===== config.mk =====
export PLATFORM = sky130hd
export DESIGN_NAME = row_sync_engine
export DESIGN_NICKNAME = d
export VERILOG_FILES = /design/src/rtl/row_sync_engine.sv
export SDC_FILE = /design/constraint.sdc
export NUM_CORES = 1
export LEC_CHECK = 0
export BUFFER_PORTS_ARGS = -buffer_cell sky130_fd_sc_hd__buf_2
export CORE_AREA = 2 2 129 131
export DETAILED_ROUTE_END_ITERATION = 10
export DIE_AREA = 0 0 131 133
export GPL_ROUTABILITY_DRIVEN = 0
export PLACE_DENSITY = 0.67
export REMOVE_ABC_BUFFERS = 1
export SLEW_MARGIN = 20
export SYNTH_ARGS = -nofsm -noshare
export SYNTH_HDL_FRONTEND = slang
export SYNTH_SLANG_ARGS = --single-unit

===== constraint.sdc =====
create_clock -name clk -period 2.3 [get_ports clk]
set_input_delay 0 -clock clk [delete_from_list [all_inputs] [get_ports clk]]
set_output_delay 0 -clock clk [all_outputs]
set_load 0.05 [all_outputs]

===== src/rtl/row_sync_engine.sv =====
// Miss-service engine behind the emulation row cache: writes back a dirty victim row,
// fetches the requested DRAM row into the cache-row RAM, then pulses sync for one cycle.
module row_sync_engine #(
    parameter int CHWIDTH   = 5,
    parameter int ADDRWIDTH = 17,
    parameter int COLWIDTH  = 3,
    parameter int DWIDTH    = 64
) (
    input  logic                          clk,
    input  logic                          rst_n,
    input  logic                          hold,
    input  logic [CHWIDTH-1:0]            cRowId,
    input  logic [ADDRWIDTH-1:0]          RowId,
    input  logic                          victim_valid,
    input  logic                          victim_dirty,
    input  logic [ADDRWIDTH-1:0]          victim_rowaddr,
    output logic                          sync,
    output logic                          busy,
    output logic [CHWIDTH+COLWIDTH-1:0]   cr_addr,
    output logic                          cr_we,
    output logic [DWIDTH-1:0]             cr_wdata,
    input  logic [DWIDTH-1:0]             cr_rdata,
    output logic                          mem_req,
    output logic                          mem_we,
    output logic [ADDRWIDTH+COLWIDTH-1:0] mem_addr,
    output logic [DWIDTH-1:0]             mem_wdata,
    input  logic                          mem_ack,
    input  logic [DWIDTH-1:0]             mem_rdata
);

    localparam logic [2:0] S_IDLE      = 3'd0;
    localparam logic [2:0] S_WB_RD     = 3'd1;
    localparam logic [2:0] S_WB_REQ    = 3'd2;
    localparam logic [2:0] S_FETCH_REQ = 3'd3;
    localparam logic [2:0] S_FETCH_WR  = 3'd4;
    localparam logic [2:0] S_DONE      = 3'd5;
    localparam logic [2:0] S_WAIT_REL  = 3'd6;

    localparam logic [COLWIDTH-1:0] COL_LAST = '1;

    logic [2:0]           state_q, state_d;
    logic [COLWIDTH-1:0]  col_q, col_d;
    logic [CHWIDTH-1:0]   crow_q, crow_d;
    logic [ADDRWIDTH-1:0] rowid_q, rowid_d;
    logic [ADDRWIDTH-1:0] vaddr_q, vaddr_d;
    logic [DWIDTH-1:0]    wdata_q, wdata_d;

    always_comb begin
        // NOTE: every _d starts as its _q so no path through the case leaves a variable unassigned (no latch).
        state_d = state_q;
        col_d   = col_q;
        crow_d  = crow_q;
        rowid_d = rowid_q;
        vaddr_d = vaddr_q;
        wdata_d = wdata_q;

        case (state_q)
            S_IDLE: begin
                if (hold) begin
                    crow_d  = cRowId;
                    rowid_d = RowId;
                    vaddr_d = victim_rowaddr;
                    col_d   = '0;
                    state_d = (victim_valid && victim_dirty) ? S_WB_RD : S_FETCH_REQ;
                end
            end
            // cr_addr is presented throughout WB_RD; its word is taken at the edge leaving it.
            S_WB_RD: begin
                wdata_d = cr_rdata;
                state_d = S_WB_REQ;
            end
            S_WB_REQ: begin
                if (mem_ack) begin
                    col_d   = col_q + COLWIDTH'(1);
                    state_d = (col_q == COL_LAST) ? S_FETCH_REQ : S_WB_RD;
                end
            end
            S_FETCH_REQ: begin
                if (mem_ack) begin
                    wdata_d = mem_rdata;
                    state_d = S_FETCH_WR;
                end
            end
            S_FETCH_WR: begin
                col_d   = col_q + COLWIDTH'(1);
                state_d = (col_q == COL_LAST) ? S_DONE : S_FETCH_REQ;
            end
            S_DONE: begin
                state_d = S_WAIT_REL;
            end
            // The cache drops hold one cycle after sync; waiting here stops a stale hold restarting us.
            S_WAIT_REL: begin
                if (!hold) state_d = S_IDLE;
            end
            default: begin
                state_d = S_IDLE;
            end
        endcase
    end

    always_ff @(posedge clk or negedge rst_n) begin
        if (!rst_n) begin
            state_q <= S_IDLE;
            col_q   <= '0;
            crow_q  <= '0;
            rowid_q <= '0;
            vaddr_q <= '0;
            wdata_q <= '0;
        end else begin
            // NOTE: non-blocking so every flop samples pre-edge values regardless of statement order.
            state_q <= state_d;
            col_q   <= col_d;
            crow_q  <= crow_d;
            rowid_q <= rowid_d;
            vaddr_q <= vaddr_d;
            wdata_q <= wdata_d;
        end
    end

    // All outputs decode registered state only; nothing passes straight from an input.
    assign sync      = (state_q == S_DONE);
    assign busy      = (state_q != S_IDLE);
    assign cr_we     = (state_q == S_FETCH_WR);
    assign mem_req   = (state_q == S_WB_REQ) || (state_q == S_FETCH_REQ);
    assign mem_we    = (state_q == S_WB_REQ);
    assign cr_addr   = {crow_q, col_q};
    assign cr_wdata  = wdata_q;
    assign mem_wdata = wdata_q;
    assign mem_addr  = (state_q == S_WB_REQ) ? {vaddr_q, col_q} : {rowid_q, col_q};

endmodule


==> results of run 1 <==
[per-layer routing]
layer | track usage [%] | vias to the layer above | share of wire, %
met3 | 3.76 | 36 | 5.4
met1 | 19.4 | 2206 | 39
met4 | 6.62 | 0 | 2.7
met2 | 31.1 | 196 | 53
li1 | - | 2069 | -
met5 | 0 | - | 0
[flip-flops by register name (all words and copies together) (netlist names)]
register	count
rowid_q	17
vaddr_q	17
col_q	3
crow_q	5
state_q	3
cr_wdata	64
[kinds of logic (layout without fill, tap and decap cells)]
logic type	Yosys count	after routing
XOR/XNOR	1	1
AND/OR/NAND/NOR	16	16
adder cells (fa/ha/maj)	2	2
buffers and inverters	93	441
flip-flops	109	109
multiplexers	189	189
AO/OA/AOI/OAI	7	7
[layout by cell type, fill, tap and decap left out, types with 3 or more instances in the layout]
| cell | synthesis | layout |
|---|---|---|
| mux2_2 | 138 | 138 |
| clkbuf_16 | 0 | 9 |
| buf_4 | 70 | 6 |
| buf_2 | 13 | 332 |
| bufinv_16 | 0 | 3 |
| dlygate4sd3_1 | 0 | 80 |
| dfrtp_1 | 109 | 109 |
| buf_12 | 0 | 4 |
| nand2b_1 | 3 | 3 |
| mux2_4 | 49 | 49 |
| inv_1 | 4 | 4 |
[through the flow]
| stage | instance area [um2] | cells | worst slack [ns] | setup TNS [ns] | util (%) |
|---|---|---|---|---|---|
| 3_5_place_dp | 7320 | 890 | 0.330 | 0 | 45.3 |
| 4_1_cts | 8450 | 984 | 0.252 | 0 | 52.3 |
| 5_1_grt | 8460 | 985 | 0.141 | 0 | 52.3 |
| 3_3_place_gp | 7320 | 890 | 0.411 | 0 | 45.3 |
| 6_report | 8460 | 985 | 0.273 | 0 | 52.3 |
| 2_1_floorplan | 5240 | 328 | -1.33 | -146.82 | - |
[worst paths after layout]
path                                              from                        to  slack, ns  cells after the start
worst max-delay path            state_q[2]$_DFFE_PN0P_               mem_addr[6]       0.27                      5
worst max register to register  state_q[0]$_DFFE_PN0P_   cr_wdata[6]$_DFFE_PN0P_       0.30                      4
worst min-delay path                      cr_rdata[31]  cr_wdata[31]$_DFFE_PN0P_       0.01                      3
max in group asynchronous                        rst_n  cr_wdata[57]$_DFFE_PN0P_       1.34                      3
min in group asynchronous                        rst_n  cr_wdata[54]$_DFFE_PN0P_       0.17                      2
worst min register to register  vaddr_q[6]$_DFFE_PN0P_    vaddr_q[6]$_DFFE_PN0P_       0.50                      1
[cell type report]
type / instances / area, um2 / area share [%]
Tap cell: 220 / 275 / 3.25
Clock inverter: 6 / 118 / 1.39
Clock buffer: 9 / 225 / 2.66
Multi-Input combinational cell: 215 / 2520 / 29.7
Timing Repair Buffer: 422 / 2590 / 30.6
Sequential cell: 109 / 2730 / 32.2
Inverter: 4 / 15.0 / 0.177
[cells in the mapped netlist, drive strengths merged]
cell type and number:
nor2b 1, or3 1, inv 4, nand2 2
mux2i 2, nor3 1, a311oi 1, a21o 1
a211oi 1, a21oi 2, a22o 1, o21bai 1
buf 89, dfrtp 109, xnor2 1, nand2b 3
nor2 3, nand3b 1, nor3b 3, ha 2
and3b 1, mux2 187
[timing repair]
action,in CTS,in global routing
hold endpoints to repair,106,1
gates resized for setup,0,0
hold buffers,79,1
[worst max-delay path: cells and delay by family, from the launching register on]
kind / cells / cell delay [ns]
buffers and inverters: 3 / 0.70
DFF: 1 / 0.43
muxes: 1 / 0.38
and+or+nand+nor: 1 / 0.17
==> results.sh, run 1 <==
export IMPL_path_common_cell="buf_4"
export IMPL_syn_area_per_cell_um2=14.2
export IMPL_die_h_um=133
export IMPL_pin_count=334
export IMPL_tightest_slew_ns=0.541
export IMPL_synth_top_family_by_area="multiplexers"
export IMPL_drv_cap=0
export IMPL_final_setup_viol_count=0
export IMPL_clockRootBuffer="clkbuf_16"
export IMPL_fin_crit_sh_pct=88.1
export IMPL_post_cts_buffers=0
export IMPL_drive_gt1_share_pct=71.6
export IMPL_wire_per_inst_um=15.6
export IMPL_synth_simple_area_share_pct=1.59
export IMPL_initial_core_util_pct=36.5
export IMPL_route_detailed_drc=0
export IMPL_clock_latency_ns=0.35
export IMPL_num_vias=4507
export IMPL_slew_headroom_pct=63.9
export IMPL_area_growth_synth_to_final_pct=43.4
export IMPL_dp_hpwl_um=11100
export IMPL_hold_viol=0
export IMPL_critPathSlowestCell="dfrtp_1"
export IMPL_synth_xor_area_share_pct=0.148
export IMPL_grtUsageTotal_pct=17.2
export IMPL_die_area_mm2=0.0174
export IMPL_n_fill_cell=1373
export IMPL_first_iter_violations=132
export IMPL_clock_sinks=109
export IMPL_critPathLaunchType="flip-flop"
export IMPL_clkTransAtPathRegs_ns=0.07
export IMPL_dr_pass1_iters=4
export IMPL_critPathKind="reg -> out"
export IMPL_synthMuxAreaShare_pct=39.1
export IMPL_holdCritPathClass="in -> reg"
export IMPL_final_antenna_net_count=0
export IMPL_finalNetCount=936
export IMPL_grt_pass1_wl_um=23600
export IMPL_core_area_mm2=0.0162
export IMPL_rsz0062_at_grt="false"
export IMPL_ys_seq_area_share_pct=46.2
export IMPL_required_ns=2.30
export IMPL_worstPathArrival_ns=2.03
export IMPL_worstSetupEndpointType="output pin"
export IMPL_yosysWarnings=0
export IMPL_antenna_found_initial=0
export IMPL_path_cells="buf_4, nor3b_2, buf_4, mux2_2, buf_2"
export IMPL_h_tree_depth=3
export IMPL_hold_slack_ns=0.0125
export IMPL_yosys_top_cells_area="dfrtp_1 46%, mux2_2 26%, mux2_4 12%"
export IMPL_rows=47
export IMPL_cp_max_fo=18
export IMPL_grt_overflow_total=0
export IMPL_status="complete, no violations"
export IMPL_viasPerCell=4.58
export IMPL_drv_slew=0
export IMPL_syn_cell_area_mm2=0.00590
export IMPL_cts_tree="built"
export IMPL_grt_max_degree=70
export IMPL_synth_cells=417
export IMPL_fin_skew_ns=0.00900
export IMPL_portBuffers=333
export IMPL_clockBufferDepth=2
export IMPL_yosys_area_top_type_share_pct=46.2
export IMPL_max_clock_freq_mhz=493
export IMPL_synthAdderAreaFrac_pct=0.424
export IMPL_synth_distinct_cells=25
export IMPL_die_x_um=131
export IMPL_cpPeakStageDelay_ns=0.43
export IMPL_synth_compound_area_share_pct=1.06
export IMPL_finalWirelength_um=15400
export IMPL_fin_crit_ns=2.03
export IMPL_cts_buffers=9
export IMPL_synth_top_area_cell="dfrtp_1"
export IMPL_antennaDiodeCount=0
export IMPL_ys_ff_latch=109
export IMPL_grt_pass1_vias=4751
Power of run 1 is left out: the tool's default activity adds up to more than one toggle a clock period on the data nets, which glitch-free logic cannot reach.
==> inputs of run 2 (changes only) <==
--- a/config.mk
+++ b/config.mk
@@ -12,6 +12,7 @@
 export GPL_ROUTABILITY_DRIVEN = 0
 export PLACE_DENSITY = 0.67
 export REMOVE_ABC_BUFFERS = 1
+export SETUP_SLACK_MARGIN = 0.4
 export SLEW_MARGIN = 20
 export SYNTH_ARGS = -nofsm -noshare
 export SYNTH_HDL_FRONTEND = slang
==> results.sh, run 2 (synthesis results as in run 1) <==
export IMPL_final_antenna_net_count=0
export IMPL_initial_core_util_pct=36.5
export IMPL_busiest_layer="met2"
export IMPL_grtUsageTotal_pct=17.6
export IMPL_required_ns=2.30
export IMPL_area_growth_synth_to_final_pct=49.7
export IMPL_n_fill_cell=1329
export IMPL_critPathLaunch="state_q[2]$_DFFE_PN0P_"
export IMPL_drv_cap=0
export IMPL_fin_util_pct=54.6
export IMPL_final_cells=995
export IMPL_max_clock_freq_mhz=532
export IMPL_worst_hold_startpoint="cr_rdata[49]"
export IMPL_critPathKind="reg -> out"
export IMPL_regArea_mm2=0.00273
export IMPL_dpl_cell_area_mm2=0.00732
export IMPL_critPathSlowestCell="dfrtp_1"
export IMPL_clockBufferDepth=2
export IMPL_rows=47
export IMPL_core_area_mm2=0.0162
export IMPL_fin_area_mm2=0.00883
export IMPL_die_h_um=133
export IMPL_worstPathArrival_ns=1.88
export IMPL_fin_skew_ns=0.0121
export IMPL_grt_max_degree=70
export IMPL_fin_crit_ns=1.88
export IMPL_clkTransAtPathRegs_ns=0.09
export IMPL_finalWirelength_um=16400
export IMPL_path_buf_inv=4
export IMPL_rsz0062_at_grt="true"
export IMPL_setup_tns_ns=0
export IMPL_slew_headroom_pct=63.9
export IMPL_grtUsageMet2_pct=31.5
export IMPL_clock_latency_ns=0.36
export IMPL_tightest_slew_ns=0.541
export IMPL_wire_per_inst_um=16.5
export IMPL_path_cells="buf_6, nor3b_4, buf_6, buf_8, mux2_4, buf_8"
export IMPL_h_tree_depth=3
export IMPL_worstSetupEndpointType="output pin"
export IMPL_r2r_start="state_q[2]$_DFFE_PN0P_"
export IMPL_cts_buffers=9
export IMPL_multiInputGateArea_mm2=0.00259
export IMPL_cpPeakStageDelay_ns=0.41
export IMPL_first_iter_violations=150
export IMPL_grt_pass1_wl_um=24100
export IMPL_dp_hpwl_um=11100
export IMPL_drive_gt1_share_pct=72.3
export IMPL_antennaDiodeCount=0
export IMPL_fin_crit_sh_pct=81.8
export IMPL_hold_viol=0
export IMPL_grt_met3_usage_pct=3.80
export IMPL_status="complete, no violations"
export IMPL_dr_pass1_iters=4
export IMPL_portBuffers=333
export IMPL_die_x_um=131
export IMPL_finalNetCount=946
export IMPL_path_delay_family="buffers and inverters"
export IMPL_holdCritPathClass="in -> reg"
export IMPL_post_place_cells=890
export IMPL_antenna_found_initial=0
export IMPL_clockRootBuffer="clkbuf_16"
export IMPL_drv_slew=0
export IMPL_route_detailed_drc=0
export IMPL_final_setup_viol_count=0
export IMPL_met1_usage_pct=20.5
export IMPL_viasPerCell=4.62
export IMPL_cts_tree="built"
export IMPL_num_vias=4594
export IMPL_die_area_mm2=0.0174
export IMPL_cp_max_fo=5
export IMPL_final_cell_mix="315 x buf_2, 121 x mux2_2, 108 x dfrtp_1"
export IMPL_grt_pass1_vias=4747
export IMPL_clock_sinks=109
export IMPL_pin_count=334
export IMPL_final_common_cell="buf_2"
export IMPL_critPathLaunchType="flip-flop"
export IMPL_largest_reg_flops=64
export IMPL_grt_overflow_total=0
run 2: path summary, 6_finish.rpt:
check	end	slack, ns	depth (start not counted)
max in group asynchronous	cr_wdata[57]$_DFFE_PN0P_	1.33	3
hold reg to reg	crow_q[0]$_DFFE_PN0P_	0.51	1
hold / removal	cr_wdata[49]$_DFFE_PN0P_	0.004	3
min in group asynchronous	cr_wdata[54]$_DFFE_PN0P_	0.17	2
setup / recovery	mem_addr[10]	0.42	6
setup reg to reg	vaddr_q[0]$_DFFE_PN0P_	0.43	5
run 2: routing by layer:
layer / part of all wire (%) / up-vias
met5: 0 / -
li1: - / 2093
met3: 6.2 / 33
met1: 38 / 2260
met2: 53 / 208
met4: 2.3 / 0
run 2: worst min-delay path: stages:
cell	delay [ns]
buf_2	0.07
mux2_4	0.12
mux2_2	0.13
run 2: per-stage QoR:
step / hold WS, ns / setup slack [ns]
2_1_floorplan: -0.296 / -1.33
3_3_place_gp: 0.0121 / 0.411
3_5_place_dp: 0.0202 / 0.330
4_1_cts: 0.000219 / 0.401
5_1_grt: -0.00547 / 0.326
6_report: 0.00386 / 0.419
run 2: final cells by class:
| class | instances | area share, % |
|---|---|---|
| Timing Repair Buffer | 432 | 32.6 |
| Sequential cell | 109 | 30.9 |
| Multi-Input combinational cell | 215 | 29.3 |
| Tap cell | 220 | 3.12 |
| Clock buffer | 9 | 2.55 |
| Clock inverter | 6 | 1.33 |
| Inverter | 4 | 0.170 |
run 2: repair_timing:
item,CTS,global route
resized for setup,32,57
setup buffers,2,6
setup endpoints to repair,42,73
hold buffers,79,0
pin swaps,1,1
cloned,3,0
hold endpoints to repair,106,0
Power of run 2 is left out for the same reason.
